===== config.mk =====
export PLATFORM = sky130hd
export DESIGN_NAME = cxl_credit_counter_bank
export DESIGN_NICKNAME = d
export VERILOG_FILES = /design/src/rtl/cxl_credit_pkg.sv /design/src/rtl/credit_sat_ctr.sv /design/src/rtl/cxl_credit_counter_bank.sv
export SDC_FILE = /design/constraint.sdc
export NUM_CORES = 1
export LEC_CHECK = 0
export CAP_MARGIN = 20
export CELL_PAD_IN_SITES_DETAIL_PLACEMENT = 1
export CELL_PAD_IN_SITES_GLOBAL_PLACEMENT = 2
export CORE_MARGIN = 2
export CORE_UTILIZATION = 31
export DETAILED_ROUTE_END_ITERATION = 8
export MAX_ROUTING_LAYER = met4
export PLACE_DENSITY_LB_ADDON = 0.1
export RECOVER_POWER = 50
export SETUP_SLACK_MARGIN = 0.4
export SYNTH_ARGS = -nofsm -noshare
export SYNTH_HDL_FRONTEND = slang
export SYNTH_HIERARCHICAL = 1
export SYNTH_SLANG_ARGS = --single-unit

===== constraint.sdc =====
create_clock -name i_clk -period 4.09 [get_ports i_clk]
set_input_delay 1.0225 -clock i_clk [delete_from_list [all_inputs] [get_ports i_clk]]
set_output_delay 1.0225 -clock i_clk [all_outputs]
set_load 0.02 [all_outputs]

===== src/rtl/cxl_credit_pkg.sv =====
// Shared types and channel indices for the CXL credit counter bank.
// Holds the return FSM states and the default message-class channel numbers.
package cxl_credit_pkg;

   typedef enum logic {
      IDLE  = 1'b0,
      OFFER = 1'b1
   } ret_state_e;

   localparam int CH_REQ     = 0;
   localparam int CH_RSP     = 1;
   localparam int CH_DATA    = 2;
   localparam int DEF_NUM_CH = 3;

   typedef logic [$clog2(DEF_NUM_CH)-1:0] ch_idx_t;

endpackage


===== src/rtl/credit_sat_ctr.sv =====
// One credit channel: signed sum of inc/dec/return, clamp to [0, 2^CNT_W-1],
// clear priority, sticky overflow/underflow flags and a registered low flag.
module credit_sat_ctr #(
   parameter int CNT_W    = 8,
   parameter int INIT_VAL = 0,
   parameter int LOW_WM   = 4
) (
   input  logic             i_clk,
   input  logic             i_rst_n,
   input  logic             i_inc_en,
   input  logic [CNT_W-1:0] i_inc_val,
   input  logic             i_dec_en,
   input  logic [CNT_W-1:0] i_dec_val,
   input  logic             i_ret_en,
   input  logic [CNT_W-1:0] i_ret_val,
   input  logic             i_clr,
   input  logic             i_err_clr,
   output logic [CNT_W-1:0] o_count,
   output logic             o_low,
   output logic             o_ovf,
   output logic             o_udf
);

   localparam int SW = CNT_W + 2;
   localparam logic [CNT_W-1:0] INIT_C = CNT_W'(INIT_VAL);
   localparam logic [CNT_W:0]   LOW_C  = (CNT_W+1)'(LOW_WM);

   logic [CNT_W-1:0]        r_count;
   logic                    r_low;
   logic                    r_ovf;
   logic                    r_udf;
   logic signed [SW-1:0]    w_inc;
   logic signed [SW-1:0]    w_dec;
   logic signed [SW-1:0]    w_ret;
   logic signed [SW-1:0]    w_sum;
   logic                    w_ovf;
   logic                    w_udf;
   logic [CNT_W-1:0]        w_next;

   always_comb begin
      w_inc  = i_inc_en ? $signed({2'b00, i_inc_val}) : '0;
      w_dec  = i_dec_en ? $signed({2'b00, i_dec_val}) : '0;
      w_ret  = i_ret_en ? $signed({2'b00, i_ret_val}) : '0;
      w_sum  = $signed({2'b00, r_count}) + w_inc - w_dec - w_ret;
      // Two spare bits: the MSB is the sign, bit CNT_W marks a sum past all-ones.
      w_udf  = w_sum[SW-1];
      w_ovf  = !w_sum[SW-1] && w_sum[CNT_W];
      w_next = w_sum[CNT_W-1:0];
      if (i_clr) begin
         w_next = INIT_C;
      end else if (w_udf) begin
         w_next = '0;
      end else if (w_ovf) begin
         w_next = '1;
      end
   end

   always_ff @(posedge i_clk or negedge i_rst_n) begin
      if (!i_rst_n) begin
         r_count <= INIT_C;
         r_low   <= ({1'b0, INIT_C} < LOW_C);
         r_ovf   <= 1'b0;
         r_udf   <= 1'b0;
      end else begin
         r_count <= w_next;
         r_low   <= ({1'b0, w_next} < LOW_C);
         r_ovf   <= (r_ovf && !i_err_clr) || (!i_clr && w_ovf);
         r_udf   <= (r_udf && !i_err_clr) || (!i_clr && w_udf);
      end
   end

   assign o_count = r_count;
   assign o_low   = r_low;
   assign o_ovf   = r_ovf;
   assign o_udf   = r_udf;

endmodule


===== src/rtl/cxl_credit_counter_bank.sv =====
// Multi-channel saturating credit counter bank with optional round-robin
// credit-return engine, built only when CXL_CREDIT_RET_EN is defined.
module cxl_credit_counter_bank
   import cxl_credit_pkg::*;
#(
   parameter int NUM_CH     = 3,
   parameter int CNT_W      = 8,
   parameter int INIT_VAL   = 0,
   parameter int LOW_WM     = 4,
   parameter int RET_THRESH = 16
) (
   input  logic                           i_clk,
   input  logic                           i_rst_n,
   input  logic [NUM_CH-1:0]              i_inc_en,
   input  logic [NUM_CH-1:0][CNT_W-1:0]   i_inc_val,
   input  logic [NUM_CH-1:0]              i_dec_en,
   input  logic [NUM_CH-1:0][CNT_W-1:0]   i_dec_val,
   input  logic [NUM_CH-1:0]              i_clr,
   input  logic                           i_err_clr,
   input  logic                           i_ret_ready,
   output logic [NUM_CH-1:0][CNT_W-1:0]   o_count_val,
   output logic [NUM_CH-1:0]              o_low,
   output logic [NUM_CH-1:0]              o_ovf,
   output logic [NUM_CH-1:0]              o_udf,
   output logic                           o_ret_valid,
   output logic [$clog2(NUM_CH)-1:0]      o_ret_ch,
   output logic [CNT_W-1:0]               o_ret_val
);

   localparam int CH_W = $clog2(NUM_CH);

   logic [NUM_CH-1:0] w_ret_en;
   logic [CNT_W-1:0]  w_ret_val;

   for (genvar g = 0; g < NUM_CH; g++) begin : g_ch
      credit_sat_ctr #(
         .CNT_W    (CNT_W),
         .INIT_VAL (INIT_VAL),
         .LOW_WM   (LOW_WM)
      ) u_ctr (
         .i_clk     (i_clk),
         .i_rst_n   (i_rst_n),
         .i_inc_en  (i_inc_en[g]),
         .i_inc_val (i_inc_val[g]),
         .i_dec_en  (i_dec_en[g]),
         .i_dec_val (i_dec_val[g]),
         .i_ret_en  (w_ret_en[g]),
         .i_ret_val (w_ret_val),
         .i_clr     (i_clr[g]),
         .i_err_clr (i_err_clr),
         .o_count   (o_count_val[g]),
         .o_low     (o_low[g]),
         .o_ovf     (o_ovf[g]),
         .o_udf     (o_udf[g])
      );
   end

`ifdef CXL_CREDIT_RET_EN
   localparam logic [CNT_W:0] THR_C = (CNT_W+1)'(RET_THRESH);

   ret_state_e        r_state;
   ret_state_e        w_state_nxt;
   logic [CH_W-1:0]   r_ptr;
   logic [CH_W-1:0]   r_ret_ch;
   logic [CNT_W-1:0]  r_ret_val;
   logic [CH_W-1:0]   w_pick;
   logic [NUM_CH-1:0] w_elig;
   logic              w_found;
   logic              w_load;
   logic              w_fire;

   // Round-robin search: first eligible channel at or after the pointer.
   always_comb begin
      w_elig  = '0;
      w_found = 1'b0;
      w_pick  = '0;
      for (int ch = 0; ch < NUM_CH; ch++) begin
         w_elig[ch] = ({1'b0, o_count_val[ch]} >= THR_C) && !i_clr[ch];
      end
      for (int i = 0; i < NUM_CH; i++) begin
         if (!w_found && w_elig[(int'(r_ptr) + i) % NUM_CH]) begin
            w_found = 1'b1;
            w_pick  = CH_W'((int'(r_ptr) + i) % NUM_CH);
         end
      end
   end

   always_comb begin
      w_state_nxt = r_state;
      w_load      = 1'b0;
      w_fire      = 1'b0;
      case (r_state)
         IDLE: begin
            if (w_found) begin
               w_load      = 1'b1;
               w_state_nxt = OFFER;
            end
         end
         OFFER: begin
            if (i_ret_ready) begin
               w_fire      = 1'b1;
               w_state_nxt = IDLE;
            end
         end
         default: w_state_nxt = IDLE;
      endcase
   end

   always_ff @(posedge i_clk or negedge i_rst_n) begin
      if (!i_rst_n) begin
         r_state   <= IDLE;
         r_ptr     <= '0;
         r_ret_ch  <= '0;
         r_ret_val <= '0;
      end else begin
         r_state <= w_state_nxt;
         if (w_load) begin
            r_ret_ch  <= w_pick;
            r_ret_val <= o_count_val[w_pick];
         end
         if (w_fire) begin
            r_ptr <= (r_ret_ch == CH_W'(NUM_CH - 1)) ? '0 : r_ret_ch + 1'b1;
         end
      end
   end

   always_comb begin
      w_ret_en = '0;
      for (int ch = 0; ch < NUM_CH; ch++) begin
         w_ret_en[ch] = w_fire && (r_ret_ch == CH_W'(ch));
      end
   end

   assign w_ret_val   = r_ret_val;
   assign o_ret_valid = (r_state == OFFER);
   assign o_ret_ch    = r_ret_ch;
   assign o_ret_val   = r_ret_val;
`else
   logic w_unused_ret;

   assign w_unused_ret = i_ret_ready ^ (RET_THRESH == 0) ^ (CH_W == 0);
   assign w_ret_en     = '0;
   assign w_ret_val    = '0;
   assign o_ret_valid  = 1'b0;
   assign o_ret_ch     = '0;
   assign o_ret_val    = '0;
`endif

endmodule


==> flow_summary.json <==
{
  "status": "finished with violations",
  "violations": "max-capacitance violations, max-slew violations",
  "clk_latency_ns": 0.28,
  "route.detailed.drc": 0,
  "end_kind": "flip-flop",
  "numPortBuffers": 92,
  "ir_drop_uv": 475,
  "syn_area_sq_mm": 0.00426,
  "grt_max_degree": 34,
  "p_leak_nw": 3.47,
  "dpl_worst_slack_ns": -0.500,
  "ys_types": 52,
  "grt_use_total_pct": 18.1,
  "grt_antenna_before_repair": 0,
  "design_area_sq_mm": 0.00725,
  "hpwl_microns": 9330,
  "vias": 3889,
  "comb_power_share_pct": 87.0,
  "root_buffer": "clkbuf_16",
  "synth_edf_count": 0,
  "viasPerCell": 4.34,
  "max_cap_violations": 1,
  "place_congestion": 0.856,
  "yosys_warnings": 6,
  "cts_tree": "done",
  "drt-total-wl_microns": 12500,
  "wire_per_inst_microns": 13.9,
  "core_area_sq_mm": 0.0133,
  "syn_avg_cell_area_sq_um": 9.17,
  "crit_fanout": 5,
  "crit_type": "input pin to flip-flop",
  "htree_levels": 2,
  "worstHoldPathType": "flip-flop to flip-flop",
  "synth_cells": 465,
  "start_kind": "input pin",
  "drtAntennaViolNets": 0,
  "drv_slew": 34,
  "timing.fmax_ghz": 0.267,
  "final_common_cell": "buf_4",
  "grt_pass1_wl_microns": 20700,
  "finClkSkew_ns": 0.00674,
  "arrival_ns": 3.89,
  "r2r_slack_ns": 0.98,
  "fin_ws_ns": 0.340,
  "grt_pass1_vias": 4381,
  "hold_viol": 0,
  "async_flop_share_pct": 100,
  "drtIter0Drc": 86,
  "critPathRequiredTime_ns": 4.24,
  "cts.path.max_buffers": 2,
  "fin_nets": 858,
  "p_sw_share_pct": 45.7,
  "cellPowerDensity_mw_per_mm2": 1010,
  "die_h_microns": 121,
  "die_area_sq_mm": 0.0147,
  "initial_core_util_pct": 31.9,
  "worst_slew_pin_slew_ns": 2.06,
  "ys_ff_latch": 33,
  "yosysSeqAreaShare_pct": 19.5,
  "p_int_mw": 3.95,
  "rsz0062_at_grt": "yes",
  "first_pass_iters": 4,
  "num_antenna_cells": 0,
  "die_x_microns": 121,
  "maxSlewHeadroom_pct": -37.2,
  "seq_power_share_pct": 7.9,
  "ioPinCount": 105,
  "hold_slack_ns": 0.529,
  "row_count": 42,
  "netSwitchingPower_mw": 3.33,
  "power.total_mw": 7.28,
  "final_cell_mix": "buf_4 (99), inv_1 (72), conb_1 (59), clkdlybuf4s50_1 (50), nand2_1 (45)",
  "finalSetupViolCount": 0,
  "clk_pin_slew_ns": 0.05,
  "cts.sinks": 33,
  "grt-ovfl-total": 0,
  "synth-main-ff-cell": "dfrtp_1",
  "ctsHoldBuffers": 0,
  "syn_to_final_growth_pct": 69.9,
  "postPlaceCellArea_sq_mm": 0.00606,
  "power.share.clock_pct": 5.1,
  "fin_crit_sh_pct": 91.7,
  "cts_buffers": 5,
  "finalCriticalPeriod_ns": 3.75,
  "drive_gt1_share_pct": 38.5
}
cell families (layout without fill, tap and decap cells):
family	after synthesis	after routing	synth area share, %
fa+ha+maj	78	78	31.3
simple gates	117	117	13.6
compound gates	91	91	16.5
other cells	1	59	0.0879
xor+xnor	28	28	6.63
flops	33	33	19.5
buf+inv	117	314	12.4
metrics by stage:
stage,TNS [ns],util [%],cells
after floorplan,0,-,523
after global placement,-11.81,45.4,848
after detailed placement,-13.51,45.4,848
after CTS,0,52.1,884
after global routing,0,54.3,896
final,0,54.3,896
synth_stat cells, types with 12 or more instances:
cell / count / area share, %
ha_1: 30 / 8.8
xnor2_1: 12 / 2.5
buf_4: 12 / 2.1
a21o_1: 14 / 2.5
nor2_1: 14 / 1.2
xor2_1: 14 / 2.9
fa_1: 48 / 23
and2_1: 24 / 3.5
nand2_1: 54 / 4.8
inv_1: 99 / 8.7
dfrtp_1: 30 / 18
a21oi_1: 28 / 3.3
per-layer routing:
| metal | up-vias | routed length (microns) | share of wire (%) | track usage, % |
|---|---|---|---|---|
| met5 | - | 0 | 0 | - |
| met1 | 1923 | 5470 | 44 | 22.4 |
| li1 | 1904 | - | - | - |
| met3 | 4 | 315 | 2.5 | 1.74 |
| met4 | 0 | 47 | 0.38 | 2.16 |
| met2 | 58 | 6630 | 53 | 32.9 |
area by class of cell:
cell class	count	area [sq um]
Inverter	99	372
Clock inverter	2	10.0
Fill cell	1532	6100
Timing Repair Buffer	207	1880
Clock buffer	6	129
Tap cell	176	220
Sequential cell	33	830
Multi-Input combinational cell	373	3810
registers in the layout (all words and copies together) (netlist names):
register / flops
g_ch.u_ctr/o_count: 24
g_ch.u_ctr/o_low: 3
g_ch.u_ctr/o_ovf: 3
g_ch.u_ctr/o_udf: 3
power by group through the flow:
stage | combinational, mW | sequential [mW] | clock, mW
detailed placement | 4.53 | 0.584 | 0
global route | 6.89 | 0.601 | 0.401
global placement | 4.40 | 0.581 | 0
finish | 6.33 | 0.578 | 0.372
floorplan | 2.73 | 0.719 | 0
CTS | 5.87 | 0.582 | 0.384
final timing paths:
check	start	endpoint	cells past startpoint
min in group asynchronous	i_rst_n	g_ch[0].u_ctr/o_count[7]	1
setup reg to reg	g_ch[2].u_ctr/o_count[0]	g_ch[2].u_ctr/o_count[2]	13
hold / removal	g_ch[1].u_ctr/o_udf	g_ch[1].u_ctr/o_udf	2
setup / recovery	i_dec_en[0]	g_ch[0].u_ctr/o_ovf	15
max in group asynchronous	i_rst_n	g_ch[1].u_ctr/o_count[2]	1
hold reg to reg	g_ch[1].u_ctr/o_udf	g_ch[1].u_ctr/o_udf	2
worst max-delay path, cell delays in order:
cell	delay, ns
buf_6	0.09
buf_6	0.12
and2_4	0.15
fa_1	0.48
fa_1	0.57
inv_2	0.05
ha_4	0.20
a21o_1	0.16
a21oi_2	0.17
o21ai_4	0.10
a221oi_4	0.32
or2_4	0.19
buf_6	0.10
buf_12	0.11
o22ai_2	0.05
repair_timing:
action | 4_1_cts | 5_1_grt
resized for setup | 150 | 56
pin swaps | 119 | 80
cloned | 2 | 0
setup endpoints to repair | 33 | 31
buffers inserted | 26 | 12
No activity file was read; power rests on OpenSTA's default activity.
